<file path="src/rtl/wb_arbiter_2m.sv">
// Two-master Wishbone B3 arbiter for the SDRAM controller slave port.
// Holds the grant for a whole bus cycle, uses round-robin on ties, and aborts a stalled cycle.
module wb_arbiter_2m #(
  parameter int dw      = 32,
  parameter int APP_AW  = 26,
  parameter int TMO_W   = 8,
  parameter int TIMEOUT = 200
) (
  input  logic              wb_clk_i,
  input  logic              wb_rst_i,

  input  logic              m0_cyc_i,
  input  logic              m0_stb_i,
  input  logic              m0_we_i,
  input  logic [APP_AW-1:0] m0_addr_i,
  input  logic [dw-1:0]     m0_dat_i,
  input  logic [dw/8-1:0]   m0_sel_i,
  input  logic [2:0]        m0_cti_i,
  output logic              m0_ack_o,
  output logic              m0_err_o,
  output logic [dw-1:0]     m0_dat_o,

  input  logic              m1_cyc_i,
  input  logic              m1_stb_i,
  input  logic              m1_we_i,
  input  logic [APP_AW-1:0] m1_addr_i,
  input  logic [dw-1:0]     m1_dat_i,
  input  logic [dw/8-1:0]   m1_sel_i,
  input  logic [2:0]        m1_cti_i,
  output logic              m1_ack_o,
  output logic              m1_err_o,
  output logic [dw-1:0]     m1_dat_o,

  output logic              s_cyc_o,
  output logic              s_stb_o,
  output logic              s_we_o,
  output logic [APP_AW-1:0] s_addr_o,
  output logic [dw-1:0]     s_dat_o,
  output logic [dw/8-1:0]   s_sel_o,
  output logic [2:0]        s_cti_o,
  input  logic              s_ack_i,
  input  logic [dw-1:0]     s_dat_i,

  output logic [1:0]        gnt_o
);

  typedef enum logic [1:0] {
    IDLE = 2'd0,
    GNT0 = 2'd1,
    GNT1 = 2'd2
  } state_t;

  // The abort fires on the cycle the counter would reach TIMEOUT.
  localparam logic [TMO_W-1:0] TMO_LAST = TMO_W'(TIMEOUT - 1);
  localparam logic [TMO_W-1:0] TMO_MAX  = {TMO_W{1'b1}};

  state_t           state, state_nxt;
  logic             last_gnt, last_gnt_nxt;
  logic [TMO_W-1:0] wdog, wdog_nxt;

  logic             granted;
  logic             sel_stb;
  logic             wait_cyc;
  logic             timeout;

  function automatic logic [TMO_W-1:0] sat_inc(input logic [TMO_W-1:0] v);
    sat_inc = (v == TMO_MAX) ? v : v + 1'b1;
  endfunction

  assign granted  = (state == GNT0) || (state == GNT1);
  assign sel_stb  = (state == GNT0) ? m0_stb_i : ((state == GNT1) ? m1_stb_i : 1'b0);
  assign wait_cyc = granted && sel_stb && !s_ack_i;
  // An ack landing on the last waiting cycle takes priority over the abort.
  assign timeout  = wait_cyc && (wdog == TMO_LAST);

  always_ff @(posedge wb_clk_i or negedge wb_rst_i) begin
    if (!wb_rst_i) begin
      state    <= IDLE;
      last_gnt <= 1'b1;
      wdog     <= '0;
    end else begin
      state    <= state_nxt;
      last_gnt <= last_gnt_nxt;
      wdog     <= wdog_nxt;
    end
  end

  always_comb begin
    state_nxt    = state;
    last_gnt_nxt = last_gnt;
    wdog_nxt     = '0;
    if (wait_cyc && !timeout) wdog_nxt = sat_inc(wdog);
    case (state)
      IDLE: begin
        if (m0_cyc_i && m1_cyc_i) state_nxt = last_gnt ? GNT0 : GNT1;
        else if (m0_cyc_i)        state_nxt = GNT0;
        else if (m1_cyc_i)        state_nxt = GNT1;
      end
      GNT0: begin
        if (!m0_cyc_i || timeout) begin
          state_nxt    = IDLE;
          last_gnt_nxt = 1'b0;
        end
      end
      GNT1: begin
        if (!m1_cyc_i || timeout) begin
          state_nxt    = IDLE;
          last_gnt_nxt = 1'b1;
        end
      end
      default: state_nxt = IDLE;
    endcase
  end

  // Datapath is a plain mux; everything reads zero while idle or in reset.
  always_comb begin
    s_cyc_o  = 1'b0;
    s_stb_o  = 1'b0;
    s_we_o   = 1'b0;
    s_addr_o = '0;
    s_dat_o  = '0;
    s_sel_o  = '0;
    s_cti_o  = '0;
    m0_ack_o = 1'b0;
    m0_err_o = 1'b0;
    m0_dat_o = '0;
    m1_ack_o = 1'b0;
    m1_err_o = 1'b0;
    m1_dat_o = '0;
    gnt_o    = 2'b00;
    case (state)
      GNT0: begin
        s_cyc_o  = m0_cyc_i;
        s_stb_o  = m0_stb_i;
        s_we_o   = m0_we_i;
        s_addr_o = m0_addr_i;
        s_dat_o  = m0_dat_i;
        s_sel_o  = m0_sel_i;
        s_cti_o  = m0_cti_i;
        m0_ack_o = s_ack_i;
        m0_err_o = timeout;
        m0_dat_o = s_dat_i;
        gnt_o    = 2'b01;
      end
      GNT1: begin
        s_cyc_o  = m1_cyc_i;
        s_stb_o  = m1_stb_i;
        s_we_o   = m1_we_i;
        s_addr_o = m1_addr_i;
        s_dat_o  = m1_dat_i;
        s_sel_o  = m1_sel_i;
        s_cti_o  = m1_cti_i;
        m1_ack_o = s_ack_i;
        m1_err_o = timeout;
        m1_dat_o = s_dat_i;
        gnt_o    = 2'b10;
      end
      default: ;
    endcase
  end

endmodule

</file>
<file path="config.mk">
export PLATFORM = sky130hd
export DESIGN_NAME = wb_arbiter_2m
export DESIGN_NICKNAME = d
export VERILOG_FILES = /design/src/rtl/wb_arbiter_2m.sv
export SDC_FILE = /design/constraint.sdc
export NUM_CORES = 1
export LEC_CHECK = 0
export BUFFER_PORTS_ARGS = -buffer_cell sky130_fd_sc_hd__buf_2
export CORE_AREA = 2 2 120 122
export DETAILED_ROUTE_END_ITERATION = 7
export DIE_AREA = 0 0 122 124
export PLACE_DENSITY = 0.59
export SLEW_MARGIN = 10
export SYNTH_ARGS = -nofsm -noshare
export SYNTH_HDL_FRONTEND = slang
export SYNTH_SLANG_ARGS = --single-unit
</file>
<file path="constraint.sdc">
create_clock -name wb_clk_i -period 2 [get_ports wb_clk_i]
set_input_delay 0.2 -clock wb_clk_i [delete_from_list [all_inputs] [get_ports wb_clk_i]]
set_output_delay 0.2 -clock wb_clk_i [all_outputs]
set_load 0.01 [all_outputs]
</file>
==> Word level (Yosys, flattened, before mapping) <==
Index checks and enable logic that the tools add are counted.
{ "totals": {"inputBits": 171, "word_cells": 56, "register_bits": 11} }
{ "classes": {"reduce_logical": 16, "n_eq_ne": 8, "muxes": 28, "addsub": 1} }
{ "op_table": {"columns": ["operator", "count"], "rows": [
  ["2-to-1 mux 32 bit", 2],
  ["one-hot mux 32 bit (2 select lines)", 1],
  ["one-hot mux 26 bit (2 select lines)", 1],
  ["equality test 8 bit (second input constant)", 2],
  ["2-to-1 mux 8 bit", 2],
  ["2-to-1 mux 2 bit", 6],
  ["adder 8 x 1 -> 8 bit (second input constant)", 1],
  ["2-to-1 mux 1 bit", 8],
  ["one-hot mux 1 bit (2 select lines)", 4],
  ["one-hot mux 4 bit (2 select lines)", 1],
  ["one-hot mux 2 bit (3 select lines)", 1],
  ["one-hot mux 3 bit (2 select lines)", 1],
  ["AND reduction 3 bit", 2],
  ["logical AND 1 bit", 5],
  ["zero test 1 bit", 4],
  ["inequality test 2 x 1 -> 1 bit (second input constant)", 2],
  ["inequality test 4 bit (second input constant)", 1],
  ["one-hot mux 2 bit (2 select lines)", 1],
  ["logical OR 1 bit", 3],
  ["equality test 2 x 1 -> 1 bit (second input constant)", 1],
  ["equality test 2 bit (second input constant)", 1],
  ["zero test 2 bit", 1],
  ["inequality test 2 bit (second input constant)", 1],
  ["nonzero test 2 bit", 1]
]} }

==> Longest topological paths before layout <==
Gate-level depths: netlist of the first run.
{ "depth": {"ltp_word": 9, "mapped_depth": 6, "ltp_nobuf": 6} }

==> Least setup slack after synthesis of the first run <==
OpenSTA, ideal clock, no wires.
{ "synth_timing": {"path_type": "register to output", "from": "register state[0]", "to": "output m0_err_o", "setup_slack_ns": 0.213, "n_path_buf": 0, "stages_incl_launch_ff": 6, "required_time_ns": 1.800, "arrival_time_ns": 1.587, "cell_sequence": "dfrtp_1 > inv_1 > ha_1 > or2b_2 > a2111oi_4 > and2_2"} }
{ "synth_between": {"elab_chain_cells": 7, "elab_cells_between_ends": 9, "cone_classes": "eq/ne (2); mux (3); reduce/logical (4)"} }
{ "synth_rtl": {"columns": ["element", "line", "text"], "rows": [
  ["start: declaration", "57", "state_t state, state_nxt;"],
  ["start signal: assignment", "82", "state <= state_nxt;"],
  ["equality test 2 bit", "70, 71", null],
  ["2-to-1 mux 1 bit (2 in series)", "71", "assign sel_stb = (state == GNT0) ? m0_stb_i : ((state == GNT1) ? m1_stb_i : 1'b0);"],
  ["logical AND 1 bit (2 in series)", "72", "assign wait_cyc = granted && sel_stb && !s_ack_i;"],
  ["logical AND 1 bit", "74", "assign timeout = wait_cyc && (wdog == TMO_LAST);"],
  ["2-to-1 mux 1 bit *", "131", "case (state)"],
  ["end: declaration", "20", "output logic m0_err_o,"]
]} }
Mark *: on every way between the ends. The rest lies on a longest branch, timed or not.

==> Final worst setup path of the first run <==
{ "layout_timing": {"from": "register state[1]", "to": "output m1_err_o"} }
{ "layout_between": {"elab_chain_cells": 7, "elab_cells_between_ends": 9, "cone_classes": "eq/ne (2); mux (3); reduce/logical (4)"} }
{ "layout_rtl": {"columns": ["element", "line", "text"], "rows": [
  ["equality test 2 bit", "70, 71, 131", null],
  ["2-to-1 mux 1 bit (2 in series)", "71", null],
  ["logical AND 1 bit (2 in series)", "72", null],
  ["logical AND 1 bit", "74", null],
  ["2-to-1 mux 1 bit *", "131", null],
  ["end: declaration", "31", "output logic m1_err_o,"]
]} }
Marks and branches as above.

==> flow_metrics.py, run 1 <==
metrics = {
    "drt": {
        "drc_errors": 0,
        "routed-via-count": 3490,
        "antenna_left": 0,
        "drt_iter0_drc": 143,
        "drt_pass1_iterations": 4,
        "wire_per_inst_um": 14.9,
        "routed_via_density": 4.34,
        "routed_wl_um": 12000,
    },
    "min_path": {
        "hold_class": "input pin to register",
        "min_from": "m1_cyc_i",
        "min_path_cells": 3,
        "holdPathEnd": "state[1]",
    },
    "synthesis": {
        "synth-warning-count": 0,
        "syn_avg_cell_area_um2": 7.21,
        "synth_cell_types": 35,
        "synth_seq_cells": 11,
        "synth_fp_nets": 482,
        "netlist_area_um2": 2200,
        "synth_cells": 305,
        "ys_seq_area_frac": 0.126,
    },
    "critical_path": {
        "end_kind": "primary output",
        "arrival_ps": 1860,
        "cp-start-kind": "register",
        "worstRegToRegCells": 8,
        "r2r_start": "state[1]",
        "crit_fanout": 6,
        "critPathKind": "register to primary output",
        "timing.rr.end": "state[0]",
        "reg2reg_slack_ps": 140,
        "crit_required_ps": 1800,
    },
    "job": {
        "max_cap_viol_count": 0,
    },
    "finish": {
        "syn_to_final_growth_pct": 103,
        "drive_above_1_share": 0.590,
        "nFillCells": 1507,
        "seq_area_um2": 277,
        "final_cells": 805,
        "multiInputGateArea_um2": 1850,
        "diodes": 0,
        "design.final.nets": 803,
    },
    "sta": {
        "maxSlewViolCount": 0,
        "finalHoldViolations": 0,
        "setup_slack_ps": -64.3,
        "rsz0062_at_grt": "true",
        "max_clock_freq_mhz": 484,
        "finalCriticalPeriod_ps": 2060,
        "tightest_slew_ps": 515,
        "skew_ps": 1.32,
        "slew_headroom": 0.654,
        "finalCritPeriodShare": 1.03,
        "setup_viol_count_final": 2,
    },
    "placement": {
        "dp.cells": 778,
        "pre_cts_slack_ps": 114,
        "dpl.hpwl_um": 8840,
        "io_buffers": 308,
        "place.gp.congestion": 0.733,
    },
    "floorplanning": {
        "die_w_um": 122,
        "ios": 309,
        "coreArea_um2": 13700,
        "placementRows": 43,
        "die_h_um": 124,
        "die_area_um2": 15100,
        "initial_core_util": 0.160,
    },
    "outcome": {
        "failed_checks": "setup timing",
        "outcome": "finished with violations",
    },
    "global_route": {
        "grt_pass1_vias": 2848,
        "grt_first_pass_wirelength_um": 14300,
        "grt_use_total": 0.119,
        "grt_start_max_net_pins": 69,
        "grt_overflow": 0,
        "antenna_found_initial": 0,
    },
    "cts": {
        "cts_tree": "done",
        "htreeDepth": 1,
        "cts_root_buffer": "clkbuf_16",
        "clkSinkCount": 11,
        "insertion_delay_ps": 240,
        "cts_buffers": 3,
        "clkTransAtPathRegs_ps": 40,
        "clk_path_buf_depth": 2,
    },
    "power": {
        "cellLeakagePower_nw": 2.41,
        "peakVddDrop_uv": 508,
        "p_per_area_nw_per_um2": 1080,
    },
}
-- per-stage QoR --
stage	total power, mW	area [um^2]	setup TNS (ps)	util	hold slack (ps)
2_1_floorplan	2.43	2200	0	-	-95.6
3_3_place_gp	3.86	4020	0	0.293	88.5
3_5_place_dp	3.86	4020	0	0.293	91.9
4_1_cts	4.38	4190	-103	0.305	269
5_1_grt	5.18	4460	-874	0.325	274
6_report	4.82	4460	-120	0.325	268
-- how the worst max path moves through the flow --
stage                         from  endpoint  slack (ps)  depth (start not counted)
after global placement    state[1]  m1_err_o         120                          6
after global routing      state[1]  m1_err_o        -150                          7
final                     state[1]  m1_err_o         -60                          7
after CTS                 state[1]  m1_err_o         -60                          7
after detailed placement  state[1]  m1_err_o         110                          6
after floorplan           state[0]  m0_err_o         210                          5
-- logic make-up (layout without fill, tap and decap cells) --
kind of cell               after synthesis  count (layout)  synth area share
and+or+nand+nor                        167             167             0.464
AOI/OAI and AO/OA                       82              82             0.283
buffers and inverters                   33             353            0.0671
DFF                                     11              11             0.126
adders and majority gates                6               6            0.0341
xor gates and xnor gates                 3               3            0.0119
muxes                                    3               3            0.0142
-- registers in the layout, summed over array words and instances, names as in the netlist --
name      flops
state         2
wdog          8
last_gnt      1
-- worst max-delay path, cell delays in order (launching register included) --
cell       delay, ps
dfrtp_1          350
inv_2             70
buf_6            120
ha_4             180
nand3b_4         180
a2111oi_4        410
and2_4           210
buf_6            100
-- routing by layer --
layer / part of all wire / up-vias / global-route usage
met3: 0.081 / 2 / 0.0151
met5: 0 / - / 0
met1: 0.40 / 1588 / 0.147
met4: 0.0018 / 0 / 0.0108
met2: 0.52 / 197 / 0.226
li1: - / 1703 / -
-- synthesized netlist by cell type, drive strengths merged --
master | n | area share
a21boi | 1 | 0.0034
or3 | 1 | 0.0051
nand4 | 2 | 0.0085
dfstp | 1 | 0.012
or2b | 1 | 0.0040
a21oi | 4 | 0.0091
nand3b | 1 | 0.0091
a2111oi | 1 | 0.013
clkbuf | 21 | 0.040
a22o | 1 | 0.0040
nand3 | 2 | 0.0046
xor2 | 2 | 0.0080
xnor2 | 1 | 0.0040
nor2b | 68 | 0.19
mux2i | 2 | 0.0091
dfrtp | 10 | 0.11
nand2 | 9 | 0.015
and2 | 69 | 0.20
and3 | 1 | 0.0028
nor3 | 2 | 0.0046
ha | 6 | 0.034
a22oi | 68 | 0.23
mux2 | 1 | 0.0051
nor2 | 11 | 0.019
a2111o | 1 | 0.0051
o2111ai | 2 | 0.0080
buf | 8 | 0.020
inv | 4 | 0.0068
o21ai | 4 | 0.0091
-- power by group --
part	leakage, nW	internal [mW]	switching, mW
clock network	0.0382	0.268	0.104
registers	0.148	0.262	0.0209
logic	2.22	2.06	2.10
total	2.41	2.59	2.23
-- placed cells by master (no fill, tap or decap), types with 2 or more instances in the layout --
cell	n
a21oi_1	4
xor2_1	2
nor2_1	11
buf_6	7
inv_2	2
buf_4	21
o21ai_1	4
nor2b_1	67
nand3_1	2
inv_1	2
a22oi_1	62
o2111ai_1	2
nor3_1	2
nand2_1	8
buf_12	4
dfrtp_1	10
ha_1	3
ha_4	3
and2_1	67
and2_4	2
buf_2	306
clkbuf_16	9
mux2i_1	2
a22oi_2	6
-- repair_timing --
action	CTS	global route
setup endpoints to repair	82	39
resized for setup	11	10
cloned	0	6
hold buffers	1	0
hold endpoints to repair	10	0
setup buffers	6	10
pin swaps	5	4
-- cell type report --
| type | count | area share |
|---|---|---|
| clock buffers | 4 | 0.0177 |
| inverters | 4 | 0.00337 |
| multi-input cells | 261 | 0.416 |
| flip-flops and latches | 11 | 0.0620 |
| well taps | 180 | 0.0505 |
| repair buffers | 345 | 0.451 |
(Power assumes the default switching activity.)
==> run 2: changes to the inputs <==
--- a/config.mk
+++ b/config.mk
@@ -10,6 +10,7 @@
 export DETAILED_ROUTE_END_ITERATION = 7
 export DIE_AREA = 0 0 122 124
 export PLACE_DENSITY = 0.59
+export REMOVE_ABC_BUFFERS = 1
 export SLEW_MARGIN = 10
 export SYNTH_ARGS = -nofsm -noshare
 export SYNTH_HDL_FRONTEND = slang
==> run 2 against run 1 <==
The run still ends with setup timing left. Via count grew 0.29%. Clock skew increased by 2.6 ps. Core utilization up 1.4 points. Critical endpoint unchanged. Largest cell class unchanged. Highest routed layer unchanged.
==> flow_metrics.py, run 2 (synthesized netlist as in run 1, its figures left out) <==
metrics = {
    "power": {
        "seqPwrFrac": 0.054,
        "p_total_mw": 5.21,
        "p_int_mw": 2.78,
        "cellLeakagePower_nw": 2.46,
        "peakVddDrop_uv": 608,
        "p_per_area_nw_per_um2": 1120,
        "p_sw_mw": 2.43,
        "p_comb_frac": 0.876,
        "clkPwrFrac": 0.069,
        "sw_frac_of_total": 0.466,
    },
    "sta": {
        "finalCriticalPeriod_ps": 2060,
        "finalCritPeriodShare": 1.03,
        "max_clock_freq_mhz": 485,
        "tightest_slew_ps": 495,
        "rsz0062_at_grt": "true",
        "finalHoldViolations": 0,
        "skew_ps": 3.93,
        "maxSlewViolCount": 0,
        "setup_slack_ps": -62.5,
        "setup_viol_count_final": 4,
        "slew_headroom": 0.668,
    },
    "critical_path": {
        "critPathKind": "register to primary output",
        "end_kind": "primary output",
        "crit_required_ps": 1800,
        "worstRegToRegCells": 8,
        "cp-start-kind": "register",
        "arrival_ps": 1860,
        "crit_fanout": 3,
    },
    "finish": {
        "largest_register_ff_count": 8,
        "largest_register": "wdog",
        "drive_above_1_share": 0.616,
        "final_cells": 808,
        "multiInputGateArea_um2": 1940,
        "syn_to_final_growth_pct": 111,
        "most-common-layout-cells": "305 x buf_2, 68 x nor2b_1, 67 x and2_1",
        "layout_commonest_cell": "buf_2",
        "reg_top3": "wdog (8), state (2), last_gnt (1)",
        "stdcell_area_um2": 4650,
        "nFillCells": 1454,
        "design.final.nets": 805,
        "seq_area_um2": 277,
    },
    "floorplanning": {
        "die_area_um2": 15100,
        "ios": 309,
        "die_w_um": 122,
        "initial_core_util": 0.160,
        "die_h_um": 124,
        "coreArea_um2": 13700,
        "placementRows": 43,
    },
    "global_route": {
        "grt_use_total": 0.130,
        "grt_start_max_net_pins": 74,
        "antenna_found_initial": 1,
        "grt_pass1_vias": 3027,
        "grt_overflow": 0,
        "grt_first_pass_wirelength_um": 15800,
    },
    "drt": {
        "routed-via-count": 3500,
        "drt_pass1_iterations": 4,
        "antenna_left": 0,
        "drc_errors": 0,
        "drt_iter0_drc": 125,
        "wire_per_inst_um": 16.8,
        "routed_wl_um": 13500,
        "routed_via_density": 4.33,
    },
    "placement": {
        "dp.cells": 778,
        "io_buffers": 308,
        "place.gp.congestion": 0.820,
        "pre_cts_slack_ps": 85.6,
        "dpl_cell_area_um2": 4000,
        "dpl.hpwl_um": 9340,
    },
    "cts": {
        "clk_path_buf_depth": 2,
        "clkSinkCount": 11,
        "clkTransAtPathRegs_ps": 40,
        "cts_root_buffer": "clkbuf_16",
        "htreeDepth": 1,
        "cts_buffers": 3,
        "insertion_delay_ps": 240,
        "cts_tree": "done",
    },
    "outcome": {
        "outcome": "finished with violations",
        "failed_checks": "setup timing",
    },
    "min_path": {
        "hold_class": "input pin to register",
        "min_path_cells": 3,
    },
    "job": {
        "max_cap_viol_count": 0,
    },
}
-- run 2: final cells by class --
| class | count | area share |
|---|---|---|
| Timing Repair Buffer | 347 | 0.455 |
| Multi-Input combinational cell | 261 | 0.417 |
| Sequential cell | 11 | 0.0595 |
| Tap cell | 180 | 0.0485 |
| Clock buffer | 4 | 0.0170 |
| Inverter | 4 | 0.00323 |
| Antenna cell | 1 | 0.000539 |
-- run 2: final timing paths --
path	slack [ps]	from	endpoint
worst max register to register	100	state[0]	state[0]
worst min register to register	560	last_gnt	last_gnt
worst max-delay path	-60	state[1]	m1_err_o
min in group asynchronous	360	wb_rst_i	wdog[4]
max in group asynchronous	1380	wb_rst_i	last_gnt
worst min-delay path	280	m1_cyc_i	state[1]
-- run 2: power by group through the flow --
stage                     logic, mW  registers (mW)  clock network (mW)
final                          4.57           0.282               0.362
after global routing           4.90           0.286               0.390
after CTS                      3.74           0.283               0.375
after detailed placement       3.58           0.282                   0
after global placement         3.59           0.281                   0
after floorplan                2.02           0.282                   0
-- run 2: per-layer routing --
metal	global-route usage	vias to the layer above	wire, um
li1	-	1709	-
met5	0	-	0
met3	0.0224	16	951
met4	0.0374	0	216
met1	0.164	1625	5580
met2	0.228	150	6790
-- run 2: repair_timing --
item | CTS | global route
hold endpoints to repair | 10 | 0
hold buffers | 1 | 0
setup endpoints to repair | 70 | 77
pin swaps | 5 | 11
gates resized for setup | 15 | 36
cloned | 0 | 11
setup buffers | 6 | 9
-- run 2: per-stage QoR --
step | TNS [ps] | utilization | hold WS (ps)
after floorplan | -117710 | - | -95.6
after global placement | 0 | 0.292 | 84.4
after detailed placement | 0 | 0.292 | 84.7
after CTS | -526 | 0.306 | 265
after global routing | -1060 | 0.339 | 274
final | -195 | 0.339 | 279
-- run 2: worst max-delay path, stage by stage, from the launching register on --
cell and delay [ps]:
dfrtp_1 350, inv_2 70, ha_4 270, or2b_4 270
a2111oi_4 370, and2_4 210, buf_6 90
